File: src/rtl/riscv_pkg.sv
// -----------------------------------------------------------------------------
// riscv_pkg
// Shared definitions for the RV32 core front end and datapath.
//   t_risc_v_op   : major opcode field (instr[6:0]) encodings
//   t_alu         : ALU operation selector used by decode/execute
//   fetch_state_t : fetch unit sequencer states
//   INSTR_NOP     : canonical NOP (addi x0, x0, 0), shown before the first fetch
//   INSTR_BYTES   : size of one instruction word in bytes (PC increment)
// -----------------------------------------------------------------------------
package riscv_pkg;

    typedef enum logic [6:0] {
        OP_LOAD   = 7'b0000011,
        OP_IMM    = 7'b0010011,
        OP_AUIPC  = 7'b0010111,
        OP_STORE  = 7'b0100011,
        OP_REG    = 7'b0110011,
        OP_LUI    = 7'b0110111,
        OP_BRANCH = 7'b1100011,
        OP_JALR   = 7'b1100111,
        OP_JAL    = 7'b1101111,
        OP_SYSTEM = 7'b1110011
    } t_risc_v_op;

    typedef enum logic [3:0] {
        ALU_ADD,
        ALU_SUB,
        ALU_SLL,
        ALU_SLT,
        ALU_SLTU,
        ALU_XOR,
        ALU_SRL,
        ALU_SRA,
        ALU_OR,
        ALU_AND
    } t_alu;

    typedef enum logic [1:0] {
        REQ,
        WAIT,
        HOLD,
        FAULT
    } fetch_state_t;

    localparam logic [31:0] INSTR_NOP   = 32'h0000_0013;
    localparam int          INSTR_BYTES = 4;

    // A fetch target is usable only when it sits on a word boundary.
    function automatic logic word_aligned(input logic [1:0] lsb);
        return (lsb == 2'b00);
    endfunction

endpackage

File: src/rtl/fetch_perf_cnt.sv
// -----------------------------------------------------------------------------
// fetch_perf_cnt
// Free-running performance counters for the fetch stage. Both counters are
// cleared by reset and wrap silently at 2^32.
//   clk_i        : clock
//   rst_i        : synchronous active-high reset
//   accept_i     : an instruction was handed to the decoder this cycle
//   stall_i      : an instruction was offered but the decoder held it off
//   fetch_cnt_o  : number of instructions accepted by the decoder
//   stall_cnt_o  : number of cycles the decoder applied backpressure
// -----------------------------------------------------------------------------
module fetch_perf_cnt (
    input  logic        clk_i,
    input  logic        rst_i,
    input  logic        accept_i,
    input  logic        stall_i,
    output logic [31:0] fetch_cnt_o,
    output logic [31:0] stall_cnt_o
);

    logic [31:0] fetch_cnt;
    logic [31:0] stall_cnt;

    always_ff @(posedge clk_i) begin
        if (rst_i) begin
            fetch_cnt <= '0;
            stall_cnt <= '0;
        end else begin
            if (accept_i) begin
                fetch_cnt <= fetch_cnt + 32'd1;
            end
            if (stall_i) begin
                stall_cnt <= stall_cnt + 32'd1;
            end
        end
    end

    assign fetch_cnt_o = fetch_cnt;
    assign stall_cnt_o = stall_cnt;

endmodule

File: src/rtl/fetch_unit.sv
// -----------------------------------------------------------------------------
// fetch_unit
// Instruction fetch stage feeding the decoder. Keeps the PC, issues one read
// per instruction to a synchronous (one-cycle latency) instruction memory,
// captures the returned word and offers it to the decoder with valid/ready.
// Control may redirect the PC at any time; a target that is not word aligned
// parks the unit in a fault state until an aligned redirect or reset.
//
// Sequence per instruction: REQ (read strobe) -> WAIT (capture) -> HOLD
// (offer until accepted), i.e. 3 cycles per instruction at full rate.
//
// Ports:
//   clk_i          : clock, all state updates on the rising edge
//   rst_i          : synchronous active-high reset
//   mem_rd_en_o    : memory read strobe, one cycle per request
//   mem_addr_o     : byte address of the request (same as pc_o)
//   mem_data_i     : read data, valid the cycle after mem_rd_en_o
//   instr_o        : captured instruction for the decoder
//   pc_o           : PC of instr_o / of the current request
//   valid_o        : instr_o/pc_o are valid for the decoder
//   ready_i        : decoder accepts instr_o this cycle
//   redirect_i     : control requests a PC change (highest priority)
//   redirect_pc_i  : new PC target
//   misaligned_o   : last redirect target had bits [1:0] != 0
//   fetch_cnt_o    : accepted instruction count   (FETCH_PERF_CNT_EN only)
//   stall_cnt_o    : decoder backpressure cycles  (FETCH_PERF_CNT_EN only)
//
// Build option: define FETCH_PERF_CNT_EN to add the performance counters.
// -----------------------------------------------------------------------------
module fetch_unit
    import riscv_pkg::*;
#(
    parameter int                ADDR_W   = 32,
    parameter logic [ADDR_W-1:0] RESET_PC = '0
) (
    input  logic              clk_i,
    input  logic              rst_i,
    output logic              mem_rd_en_o,
    output logic [ADDR_W-1:0] mem_addr_o,
    input  logic [31:0]       mem_data_i,
    output logic [31:0]       instr_o,
    output logic [ADDR_W-1:0] pc_o,
    output logic              valid_o,
    input  logic              ready_i,
    input  logic              redirect_i,
    input  logic [ADDR_W-1:0] redirect_pc_i,
    output logic              misaligned_o
`ifdef FETCH_PERF_CNT_EN
    ,
    output logic [31:0]       fetch_cnt_o,
    output logic [31:0]       stall_cnt_o
`endif
);

    localparam logic [ADDR_W-1:0] PC_STEP = ADDR_W'(INSTR_BYTES);

    fetch_state_t      state;
    fetch_state_t      state_nxt;
    logic [ADDR_W-1:0] pc_p0;
    logic [ADDR_W-1:0] pc_nxt;
    logic [31:0]       instr_p1;
    logic [31:0]       instr_nxt;
    logic              mis;
    logic              mis_nxt;
    logic              vld_p1;

    // ---- state register: PC (request stage) and captured word (capture stage)
    always_ff @(posedge clk_i) begin
        if (rst_i) begin
            state    <= REQ;
            pc_p0    <= RESET_PC;
            instr_p1 <= INSTR_NOP;
            mis      <= 1'b0;
        end else begin
            state    <= state_nxt;
            pc_p0    <= pc_nxt;
            instr_p1 <= instr_nxt;
            mis      <= mis_nxt;
        end
    end

    // ---- next-state logic
    // A redirect wins over everything, including a decoder accept in HOLD.
    // A read issued in REQ that is overtaken by a redirect still returns data
    // one cycle later, but we are back in REQ then and never capture it; only
    // WAIT samples mem_data_i, so stale responses cannot leak through.
    always_comb begin
        state_nxt = state;
        pc_nxt    = pc_p0;
        instr_nxt = instr_p1;
        mis_nxt   = mis;

        if (redirect_i) begin
            pc_nxt = redirect_pc_i;
            if (word_aligned(redirect_pc_i[1:0])) begin
                state_nxt = REQ;
                mis_nxt   = 1'b0;
            end else begin
                state_nxt = FAULT;
                mis_nxt   = 1'b1;
            end
        end else begin
            unique case (state)
                REQ: begin
                    state_nxt = WAIT;
                end
                WAIT: begin
                    instr_nxt = mem_data_i;
                    state_nxt = HOLD;
                end
                HOLD: begin
                    if (ready_i) begin
                        // wraps modulo 2^ADDR_W by construction
                        pc_nxt    = pc_p0 + PC_STEP;
                        state_nxt = REQ;
                    end
                end
                FAULT: begin
                    state_nxt = FAULT;
                end
                default: begin
                    state_nxt = REQ;
                end
            endcase
        end
    end

    // ---- decoder-facing outputs
    assign vld_p1       = (state == HOLD);
    assign valid_o      = vld_p1;
    assign instr_o      = instr_p1;
    assign pc_o         = pc_p0;
    assign misaligned_o = mis;

    // Reset suppresses the strobe immediately so no read escapes while the
    // sequencer is being re-initialised.
    assign mem_rd_en_o  = (state == REQ) && !rst_i;
    assign mem_addr_o   = pc_p0;

`ifdef FETCH_PERF_CNT_EN
    logic accept;
    logic stall;

    assign accept = (state == HOLD) && ready_i && !redirect_i;
    assign stall  = vld_p1 && !ready_i;

    fetch_perf_cnt u_perf (
        .clk_i       (clk_i),
        .rst_i       (rst_i),
        .accept_i    (accept),
        .stall_i     (stall),
        .fetch_cnt_o (fetch_cnt_o),
        .stall_cnt_o (stall_cnt_o)
    );
`endif

    // The fault flag and the FAULT state always move together, and a faulted
    // unit must never touch memory or offer an instruction.
    a_fault_flag: assert property (@(posedge clk_i) disable iff (rst_i)
        (state == FAULT) == mis);
    a_fault_quiet: assert property (@(posedge clk_i) disable iff (rst_i)
        mis |-> (!mem_rd_en_o && !valid_o));

endmodule

File: config.mk
export PLATFORM = sky130hd
export DESIGN_NAME = fetch_unit
export DESIGN_NICKNAME = d
export VERILOG_FILES = /design/src/rtl/riscv_pkg.sv /design/src/rtl/fetch_perf_cnt.sv /design/src/rtl/fetch_unit.sv
export SDC_FILE = /design/constraint.sdc
export NUM_CORES = 1
export LEC_CHECK = 0
export BUFFER_PORTS_ARGS = -buffer_cell sky130_fd_sc_hd__clkbuf_2
export CORE_AREA = 8 8 87 119
export DETAILED_ROUTE_END_ITERATION = 12
export DIE_AREA = 0 0 95 127
export GPL_ROUTABILITY_DRIVEN = 0
export PLACE_DENSITY_LB_ADDON = 0.05
export SLEW_MARGIN = 25
export SYNTH_ARGS = -nofsm -noshare
export SYNTH_HDL_FRONTEND = slang
export SYNTH_SLANG_ARGS = --single-unit
File: constraint.sdc
create_clock -name clk_i -period 3.9 [get_ports clk_i]
set_input_delay 0.78 -clock clk_i [delete_from_list [all_inputs] [get_ports clk_i]]
set_output_delay 0.78 -clock clk_i [all_outputs]
set_load 0.02 [all_outputs]
[Word level (Yosys, flattened, before mapping)]
Index checks and enable logic that the tools add are counted.
Word-level totals
  bits in registers: 67
  latch bits: 0
  memory bits (writable): 0
  ROM bits: 0
  input port bits: 68
  output and inout bits: 99
  memories: 0
Cells by class
  add/subtract/negate cells: 1
  multiply operators: 0
  div/mod/pow operators: 0
  $lt $le $gt $ge: 0
  equal/unequal tests: 4
  shifts and indexed selects: 0
  multiplexer cells: 8
  bitwise gates (word level): 1
  reduce and logical (&&, ||, !) cells: 8
Operator list (count)
  $mux W32: 3
  $add A32 B3 Y32 const B: 1
  $pmux W2 S4: 1
  $mux W2: 3
  $eq A2 B2 Y1 const B: 2
  $logic_not A2 Y1: 2
  $reduce_and A2 Y1: 2
  $reduce_bool A2 Y1: 2
  $ne A3 B1 Y1 const B: 1
  $eq A2 B1 Y1 const B: 1
  $logic_and A1 B1 Y1: 1
  $logic_not A1 Y1: 1
  $mux W1: 1
  $not A1 Y1: 1

[Longest topological paths before layout]
Gate-level depths: netlist of run 1.
  depth after elaboration: 4
  mapped depth: 8
  depth with buffers taken out: 7

[Worst setup path after synthesis of run 1]
Ideal clock, no wire load.
  kind: input to output
  start: input port rst_i
  end: output port mem_rd_en_o
  arrival time: 1.434 ns
  data required time: 3.120 ns
  path slack: 1.686 ns
  cell stages on the path: 3
  path through: clkbuf_8 clkbuf_1 nor2b_1
On the way
  cells in the longest elaborated chain, start to end: 2
RTL lines
  start, declared: RTL line fetch_unit.sv:37  | input logic rst_i,
  $logic_not A1 Y1: RTL line fetch_unit.sv:137  | assign mem_rd_en_o = (state == REQ) && !rst_i;
  $logic_and A1 B1 Y1: RTL line fetch_unit.sv:137
  end, declared: RTL line fetch_unit.sv:38  | output logic mem_rd_en_o,
No other way between the ends.

[Worst setup path after layout of run 1]
  start: register state[0]
  end: register pc_p0[18] (netlist: mem_addr_o[18])
On the way
  cells in the longest elaborated chain, start to end: 3
RTL lines
  start, declared: RTL line fetch_unit.sv:57  | fetch_state_t state;
  start signal, assigned: RTL line fetch_unit.sv:75  | state <= state_nxt;
  $eq A2 B2 Y1: RTL line fetch_unit.sv:103  | unique case (state)
  $reduce_bool A2 Y1 (no source line)
  $reduce_and A2 Y1 (no source line)
  end signal, assigned: RTL line fetch_unit.sv:76  | pc_p0 <= pc_nxt;
  end, declared: RTL line fetch_unit.sv:59  | logic [ADDR_W-1:0] pc_p0;
No other way between the ends.
A chain may end at the register's enable or synchronous reset.

==> run_results.csv, run 1 <==
group,metric,value,unit
detailed_routing,detail_route.wl_per_cell,15.6,µm
clocking,tritoncts_clock_tree,"done",
yosys,synth_top_cell_by_area,"dfxtp_1",
pwr,cellLeakagePower,0.00196,µW
finish,share_of_cells_above_drive_strength_1,36.4,%
finish,post-route-util,50.7,%
critical_path,worst_ep_required_time,4.11,ns
yosys,synthMostInstantiatedCell,"nand2_1",
sta,finClkSkew,0.00373,ns
yosys,synth_top_cells_by_count,"nand2_1 (90), dfxtp_1 (67), a21oi_1 (44), buf_4 (32), nor2_1 (26)",
place,dp_cells,635,
pwr,switching_share,27.4,%
clocking,ctsHtreeMaxLevel,3,
sta,achievable-frequency,425,MHz
clocking,clk_latency,0.33,ns
finish,final_net_count,613,
flow_run,max_cap_viol_count,0,
yosys,synthXorXnorAreaFrac,5.91,%
sta,tightestPinTransition,0.731,ns
pwr,power.share.combinational,15.2,%
clocking,cts_root_buffer,"clkbuf_16",
critical_path,crit_arrival,2.56,ns
finish,fill_cells,871,
floorplan,starting_density_of_the_core,39.9,%
pwr,power.density,441,nW/µm²
yosys,avgSynthCellArea,8.14,µm²
place,place_worst_setup_slack,1.15,ns
grt,grt_use_total,16.9,%
detailed_routing,routed_wl,10.2,mm
pwr,power.share.sequential,40.4,%
yosys,ys.warnings.count,0,
floorplan,num_io_pins,167,
detailed_routing,vias,3247,
sta,drv_slew,0,
yosys,post_synth_num_cell_types,41,
critical_path,crit_start,"state[0]",
floorplan,standard_cell_row_count,40,
yosys,synth_async_sr_flop_share,0,%
yosys,syn-cell-area,3410,µm²
yosys,synth-main-ff-cell,"dfxtp_1",
yosys,synth_edf_count,0,
sta,finalHoldViolCount,0,
clocking,clock_path_buffers,2,
status,status,"completed",
pwr,worst_ir_drop_vdd,0.000231,V
floorplan,floorplan.core_area,8560,µm²
yosys,number_of_register_bits_inferred_by_synthesis,67,
yosys,synth.area.mux_share,1.17,%
yosys,syn_nets,491,
yosys,synth-compound-area-share,10.8,%
critical_path,r2r_setup_slack,1.55,ns
min_path,min_delay_path_depth,2,
pwr,power.net_switching,524,µW
place,detailedPlacementHpwl,7.60,mm
sta,fin_crit_sh,60.4,%
critical_path,critical_path_peak_fanout,8,
sta,fin_setup_tns,0,ns
yosys,synth_top_cell_area_share,39.3,%
floorplan,die_area,12100,µm²
min_path,hold_path.startpoint,"instr_o[9]",
grt,grt_overflow,0,
sta,fin_crit,2.35,ns
clocking,cts.repair_timing.setup_buffer_count,0,
yosys,post_synth_fa_ha_maj_area_fraction,1.47,%
pwr,p_int,1390,µW
grt,global_route_wire_length_before_repair,16.1,mm
clocking,cts_num_sinks,67,
critical_path,timing.reg2reg.worst_path_depth,7,
finish,diodes,0,
grt,antenna_found_initial,0,
clocking,ctsResizeCount,0,
detailed_routing,drtIter0Drc,135,
yosys,synth_top_family_by_area,"simple AND/OR/NAND/NOR gates",
critical_path,worst_r2r_startpoint,"state[0]",
detailed_routing,final_antenna_net_count,0,
clocking,tritoncts.num_buffers,9,
place,portBuffers,166,
critical_path,startpoint_type,"register",
clocking,postCtsHoldBufs,0,
floorplan,chip_width,95,µm
sta,setup_viols_final,0,
sta,post-route-worst-setup-slack,1.55,ns
yosys,sequential_element_share_of_the_synthesized_area,39.3,%
yosys,ys_top_cells_by_area,"dfxtp_1 (39%), nand2_1 (9.9%), buf_4 (7.0%)",
finish,layout.cells.non_filler,651,
min_path,min_to,"instr_o[9]",
yosys,syn-instance-count,419,
grt,grt_max_degree,72,
sta,rsz0062_at_grt,"no",
clocking,worst_setup_hold_path_clk_slew,0.06,ns
min_path,timing.hold.worst.class,"register to register",
grt,number_of_global_route_vias_before_repair,3213,
critical_path,endpoint_of_the_worst_register_to_register_path,"mem_addr_o[18]",
critical_path,critical_path_sink_type,"register",
critical_path,setup.worst_path.class,"register to register",
detailed_routing,detail_route.first_pass.iterations,4,
pwr,share_clk_of_total_power,44.5,%
yosys,synth_simple_gate_area_share,29.6,%
detailed_routing,detail_route.drc_violations,0,
floorplan,die_h,127,µm
detailed_routing,viasPerCell,4.99,
sta,slew_headroom,51.3,%
finish,areaGrowthSynthToFinish,27.1,%
power groups by stage:
stage               Clock [µW]  Combinational, µW  Sequential, µW
finish                     851                290             772
global route               902                319             779
CTS                        870                296             773
detailed placement           0                295             787
global placement             0                294             786
floorplan                    0                164             820
worst max-delay path: stages, from the launching register on:
cell and delay [ns]:
dfxtp_1 0.32, inv_1 0.10, ha_1 0.32, nand4_1 0.22, nor4_4 0.55, nand3_1 0.18, nor4bb_1 0.17, or3_1 0.39
worst max path at each step:
stage,end,slack (ns),cells past startpoint
after floorplan,mem_rd_en_o,1.69,3
after global placement,instr_o[30],1.15,5
after detailed placement,instr_o[3],1.15,5
after CTS,instr_o[3],1.49,5
after global routing,mem_addr_o[18],1.36,7
final,mem_addr_o[18],1.55,7
metrics by stage:
stage	hold WS (ns)	area, µm²	power, µW
3_3_place_gp	0.441	4030	1080
2_1_floorplan	0.449	3410	984
4_1_cts	0.455	4330	1940
5_1_grt	0.475	4340	2000
6_report	0.454	4340	1910
3_5_place_dp	0.447	4030	1080
routing by layer:
metal | global-route usage, % | routed length, µm | vias up
met4 | 6.46 | 138 | 0
met3 | 5.92 | 884 | 10
met2 | 28.8 | 5130 | 106
met5 | 0 | 0 | -
li1 | - | - | 1657
met1 | 18.6 | 4020 | 1474
cell families after synthesis:
family                   after synthesis
AO/OA/AOI/OAI                         63
buffers and inverters                 64
XOR/XNOR                              23
AND/OR/NAND/NOR                      194
adder cells (fa/ha/maj)                4
flip-flops                            67
multiplexers                           4
layout by cell type, fill, tap and decap left out, types with 2 or more instances in the layout:
cell type	instances
nor3_1	10
o22ai_1	2
clkbuf_2	166
nor4_2	4
and4_1	6
ha_1	4
a211oi_1	11
xor2_1	3
and2_1	2
nand4_1	12
or3_1	3
nand4_4	2
nor2_1	26
clkbuf_16	9
nor3b_1	3
dfxtp_1	67
nand3b_1	4
nand3_1	11
bufinv_16	2
a21oi_1	44
and4_2	2
mux2i_1	4
xnor2_1	20
inv_1	5
clkinv_2	4
nor2b_1	4
nand2_1	89
and3_1	7
nor4_1	3
buf_4	4
sequential cells by signal (all words and copies together), names as in the netlist:
register,cells
state,2
instr_o,32
misaligned_o,1
mem_addr_o,32
final cells by class:
class	instances	area, µm²	area share (%)
clock buffers	10	229	5.28
clock inverters	6	80.1	1.85
inverters	5	18.8	0.433
multi-input cells	288	1680	38.6
flip-flops and latches	67	1340	30.9
well taps	105	131	3.03
repair buffers	170	861	19.8
Power figures use the tool's default switching activity.
==> run 2: changes to the inputs <==
--- a/config.mk
+++ b/config.mk
@@ -5,10 +5,11 @@
 export SDC_FILE = /design/constraint.sdc
 export NUM_CORES = 1
 export LEC_CHECK = 0
+export ABC_AREA = 1
 export BUFFER_PORTS_ARGS = -buffer_cell sky130_fd_sc_hd__clkbuf_2
-export CORE_AREA = 8 8 87 119
+export CORE_AREA = 8 8 89 123
 export DETAILED_ROUTE_END_ITERATION = 12
-export DIE_AREA = 0 0 95 127
+export DIE_AREA = 0 0 97 131
 export GPL_ROUTABILITY_DRIVEN = 0
 export PLACE_DENSITY_LB_ADDON = 0.05
 export SLEW_MARGIN = 25
==> constraint.sdc (replaced) <==
create_clock -name clk_i -period 2.3 [get_ports clk_i]
set_input_delay 0.46 -clock clk_i [delete_from_list [all_inputs] [get_ports clk_i]]
set_output_delay 0.46 -clock clk_i [all_outputs]
set_load 0.02 [all_outputs]
==> run_results.csv, run 2 <==
group,metric,value,unit
status,status,"completed",
detailed_routing,viasPerCell,4.79,
clocking,tritoncts.num_buffers,9,
sta,fin_crit_sh,76.1,%
place,detailedPlacementHpwl,8.83,mm
floorplan,num_io_pins,167,
yosys,synth_top_cell_by_area,"dfxtp_1",
yosys,sequential_element_share_of_the_synthesized_area,37.1,%
finish,layout.cells.non_filler,797,
detailed_routing,routed_wl,11.5,mm
clocking,cts_num_sinks,67,
clocking,cts_root_buffer,"clkbuf_16",
pwr,cellLeakagePower,0.00226,µW
sta,drv_slew,0,
grt,grt_use_met1,18.1,%
flow_run,max_cap_viol_count,0,
critical_path,crit_arrival,2.01,ns
sta,tightestPinTransition,0.329,ns
sta,finClkSkew,0.00481,ns
floorplan,die_h,131,µm
yosys,synthMostInstantiatedCell,"nand2_1",
min_path,timing.hold.worst.class,"input pin to register",
grt,antenna_found_initial,0,
yosys,syn_nets,622,
yosys,avgSynthCellArea,6.58,µm²
clocking,clk_latency,0.33,ns
yosys,syn-cell-area,3620,µm²
clocking,clock_path_buffers,2,
clocking,ctsHtreeMaxLevel,3,
yosys,synth.area.mux_share,0,%
finish,layout.cell_area.non_filler,4680,µm²
yosys,number_of_register_bits_inferred_by_synthesis,67,
clocking,tritoncts_clock_tree,"done",
clocking,worst_setup_hold_path_clk_slew,0.06,ns
sta,slew_headroom,78.1,%
grt,grt_max_degree,39,
detailed_routing,detail_route.drc_violations,0,
detailed_routing,final_antenna_net_count,0,
sta,post-route-worst-setup-slack,0.551,ns
critical_path,critical_path_sink_type,"register",
floorplan,standard_cell_row_count,42,
detailed_routing,drtIter0Drc,164,
floorplan,die_area,12700,µm²
yosys,synth-compound-area-share,14.0,%
yosys,post_synth_fa_ha_maj_area_fraction,1.38,%
finish,diodes,0,
place,postPlaceCellArea,4320,µm²
sta,fin_setup_tns,0,ns
yosys,synth_top_cells_by_count,"nand2_1 (117), nor2_1 (104), dfxtp_1 (67), inv_1 (48), o21ai_0 (48)",
floorplan,floorplan.core_area,9200,µm²
pwr,power,3560,µW
yosys,synth_simple_gate_area_share,30.8,%
grt,global_route_wire_length_before_repair,18.6,mm
detailed_routing,detail_route.wl_per_cell,14.4,µm
finish,mostFrequentLayoutCells,"clkbuf_2 (166), nand2_1 (117), nor2_1 (104), dfxtp_1 (67)",
sta,rsz0062_at_grt,"no",
finish,areaGrowthSynthToFinish,29.4,%
sta,setup_viols_final,0,
grt,number_of_global_route_vias_before_repair,3880,
pwr,power.density,760,nW/µm²
floorplan,chip_width,97,µm
pwr,worst_ir_drop_vdd,0.000505,V
yosys,syn-instance-count,550,
finish,most_frequent_standard_cell_in_the_layout_excluding_fill_and_tap_cells,"clkbuf_2",
yosys,synth_async_sr_flop_share,0,%
critical_path,startpoint_type,"register",
grt,gr-usage-met2,31.9,%
clocking,postCtsHoldBufs,0,
sta,fin_crit,1.75,ns
yosys,ys.warnings.count,0,
yosys,ys_top_cells_by_area,"dfxtp_1 (37%), nand2_1 (12%), nor2_1 (11%)",
yosys,synthXorXnorAreaFrac,2.18,%
critical_path,critical_path_peak_fanout,14,
detailed_routing,detail_route.first_pass.iterations,4,
yosys,post_synth_num_cell_types,30,
grt,peak_usage_layer_in_the_global_routing_report,"met2",
clocking,cts.repair_timing.setup_buffer_count,0,
finish,final_net_count,754,
yosys,synth_top_family_by_area,"simple AND/OR/NAND/NOR gates",
yosys,synth_edf_count,0,
sta,achievable-frequency,572,MHz
clocking,ctsResizeCount,0,
grt,grt_util_met3,6.00,%
sta,finalHoldViolCount,0,
place,place_worst_setup_slack,0.569,ns
finish,share_of_cells_above_drive_strength_1,29.4,%
grt,grt_overflow,0,
yosys,synth-main-ff-cell,"dfxtp_1",
grt,grt_use_total,17.8,%
yosys,synth_top_cell_area_share,37.1,%
critical_path,worst_ep_required_time,2.56,ns
place,dp_cells,781,
detailed_routing,vias,3821,
place,portBuffers,166,
critical_path,setup.worst_path.class,"register to register",
floorplan,starting_density_of_the_core,39.3,%
run 2: cell types whose count changed after synthesis, sizes merged, moves of 16 or more:
cell / delta
nor2: +84
o21ai: +49
inv: +45
nand2: +28
nand3: +25
xnor2: -17
a21oi: -16
run 2: layout make-up:
class / count / area (µm²)
flip-flops and latches: 67 / 1340
inverters: 51 / 191
clock inverters: 4 / 95.1
multi-input cells: 378 / 1750
fillers: 961 / 4510
well taps: 110 / 138
repair buffers: 175 / 898
clock buffers: 12 / 267
run 2: where the power goes:
| part | switching (µW) | internal (µW) |
|---|---|---|
| Combinational | 366 | 209 |
| Clock | 513 | 1150 |
| Sequential | 81.6 | 1240 |
run 2: final timing paths:
path	start	to	slack (ns)	cells past startpoint
worst max register to register	state[0]	mem_addr_o[18]	0.55	9
worst min register to register	instr_o[1]	instr_o[1]	0.48	2
worst max-delay path	state[0]	mem_addr_o[18]	0.55	9
worst min-delay path	mem_data_i[4]	instr_o[4]	0.33	3
run 2: cells by family after synthesis:
group                    after synthesis
AND/OR/NAND/NOR                      272
buffers and inverters                105
AO/OA/AOI/OAI                         93
flip-flops                            67
XOR/XNOR                               9
adder cells (fa/ha/maj)                4
run 2: metal layers:
layer	vias to the layer above	wire, µm
met3	22	900
met1	1689	4480
met2	125	5730
li1	1985	-
met5	-	0
met4	0	362
run 2: per-stage QoR:
stage | hold slack, ns | utilization, %
after CTS | 0.320 | 50.9
after detailed placement | 0.462 | 47.0
after global routing | 0.351 | 50.9
after floorplan | 0.528 | -
final | 0.332 | 50.9
after global placement | 0.455 | 47.0
run 2: critical path: stages, from the launching register on:
cell,delay (ns)
dfxtp_1,0.37
inv_1,0.09
ha_1,0.23
nand2_1,0.07
buf_4,0.19
nand2_1,0.10
inv_2,0.26
a22o_1,0.19
clkinv_1,0.05
a21oi_1,0.13
==> run 3: changes to the inputs <==
==> constraint.sdc (replaced) <==
create_clock -name clk_i -period 1.78 [get_ports clk_i]
set_input_delay 0.356 -clock clk_i [delete_from_list [all_inputs] [get_ports clk_i]]
set_output_delay 0.356 -clock clk_i [all_outputs]
set_load 0.02 [all_outputs]
==> run_results.csv, run 3 (synthesized netlist as in run 2, its figures left out) <==
group,metric,value,unit
detailed_routing,viasPerCell,4.82,
sta,drv_slew,0,
grt,global_route_wire_length_before_repair,18.9,mm
floorplan,standard_cell_row_count,42,
clocking,postCtsHoldBufs,0,
clocking,tritoncts_clock_tree,"done",
sta,finClkSkew,0.00574,ns
detailed_routing,detail_route.wl_per_cell,14.8,µm
finish,footprint_of_the_multi_input_gates,1770,µm²
detailed_routing,vias,3866,
sta,fin_crit_sh,90.0,%
finish,share_of_cells_above_drive_strength_1,30.9,%
sta,fin_setup_tns,0,ns
finish,final_net_count,760,
sta,fin_crit,1.60,ns
finish,register_area,1340,µm²
detailed_routing,final_antenna_net_count,0,
critical_path,crit_arrival,1.25,ns
pwr,cellLeakagePower,0.00227,µW
grt,grt_max_degree,37,
floorplan,num_io_pins,167,
finish,areaGrowthSynthToFinish,31.0,%
clocking,ctsHtreeMaxLevel,3,
status,status,"completed",
finish,fill_cells,984,
grt,grt_overflow,0,
clocking,clock_path_buffers,2,
detailed_routing,detail_route.first_pass.iterations,4,
detailed_routing,detail_route.drc_violations,0,
flow_run,max_cap_viol_count,0,
floorplan,chip_width,97,µm
critical_path,setup.worst_path.class,"register to primary output",
clocking,tritoncts.num_buffers,9,
place,detailedPlacementHpwl,9.02,mm
floorplan,die_area,12700,µm²
sta,hold_slack,0.228,ns
finish,diodes,0,
critical_path,worst_ep_required_time,1.42,ns
critical_path,critical_path_peak_fanout,4,
min_path,timing.hold.worst.class,"input pin to register",
sta,tightestPinTransition,0.536,ns
sta,slew_headroom,64.2,%
sta,setup_viols_final,0,
pwr,worst_ir_drop_vdd,0.000667,V
floorplan,floorplan.core_area,9200,µm²
critical_path,critical_path_sink_type,"primary output",
clocking,cts_root_buffer,"clkbuf_16",
detailed_routing,drtIter0Drc,102,
sta,achievable-frequency,624,MHz
clocking,cts.repair_timing.setup_buffer_count,0,
clocking,clk_latency,0.32,ns
sta,rsz0062_at_grt,"yes",
clocking,cts_num_sinks,67,
grt,antenna_found_initial,0,
finish,most_frequent_standard_cell_in_the_layout_excluding_fill_and_tap_cells,"clkbuf_2",
grt,number_of_global_route_vias_before_repair,3848,
sta,finalHoldViolCount,0,
pwr,power.density,953,nW/µm²
clocking,worst_setup_hold_path_clk_slew,0.06,ns
floorplan,die_h,131,µm
critical_path,startpoint_type,"register",
grt,grt_use_total,18.2,%
detailed_routing,routed_wl,11.8,mm
floorplan,starting_density_of_the_core,39.3,%
place,portBuffers,166,
finish,mostFrequentLayoutCells,"clkbuf_2 (166), nand2_1 (115), nor2_1 (100), dfxtp_1 (67), o21ai_0 (48)",
==> run 3: changes by cell type in the layout (fill, tap and decap cells not counted), moves of 3 or more <==
cell and change:
clkbuf_8 -3, nor2_2 +4, buf_4 +5, nor2_1 -4
==> run 3: layout make-up <==
cell class                      instances  share of cell area, %
Sequential cell                        67                   28.3
Inverter                               51                   4.17
Multi-Input combinational cell        378                   37.3
Tap cell                              110                   2.90
Clock buffer                            9                   4.75
Timing Repair Buffer                  181                   20.2
Clock inverter                          6                   2.43
==> run 3: path summary, 6_finish.rpt <==
kind / from / endpoint / slack (ns) / cells after the start
setup / recovery: state[0] / mem_rd_en_o / 0.18 / 5
setup reg to reg: state[1] / instr_o[15] / 0.18 / 6
hold reg to reg: instr_o[4] / instr_o[4] / 0.47 / 2
hold / removal: mem_data_i[1] / instr_o[1] / 0.23 / 3
==> run 3: what timing repair did <==
| action | 4_1_cts | 5_1_grt |
|---|---|---|
| resized for setup | 0 | 8 |
| hold endpoints to repair | 0 | 0 |
| setup endpoints to repair | 0 | 49 |
==> run 3: power by group <==
group,internal (µW),switching (µW)
Sequential,1600,94.0
Combinational,283,492
Clock,1360,678
Total,3250,1260
==> run 3: layer usage <==
layer / share of wire, % / global-route usage [%] / vias to the layer above
li1: - / - / 1997
met1: 38 / 18.7 / 1722
met2: 51 / 32.5 / 133
met3: 8.6 / 7.21 / 14
met4: 1.7 / 7.81 / 0
met5: 0 / 0 / -
==> run 3: metrics by stage <==
| step | util, % | total power [µW] | instance area, µm² | setup slack [ns] | cells |
|---|---|---|---|---|---|
| after floorplan | - | 2240 | 3620 | 0.166 | 550 |
| after global placement | 47.6 | 2500 | 4380 | 0.164 | 787 |
| after detailed placement | 47.6 | 2520 | 4380 | 0.0781 | 787 |
| after CTS | 51.3 | 4580 | 4720 | 0.0771 | 802 |
| after global routing | 51.5 | 4720 | 4740 | -0.0194 | 802 |
| final | 51.5 | 4520 | 4740 | 0.177 | 802 |
==> run 3: critical path, cell delays in order, from the launching register on <==
cell and delay [ns]:
dfxtp_1 0.38, inv_1 0.08, ha_1 0.21, inv_1 0.05, nor2_1 0.04, clkbuf_2 0.17
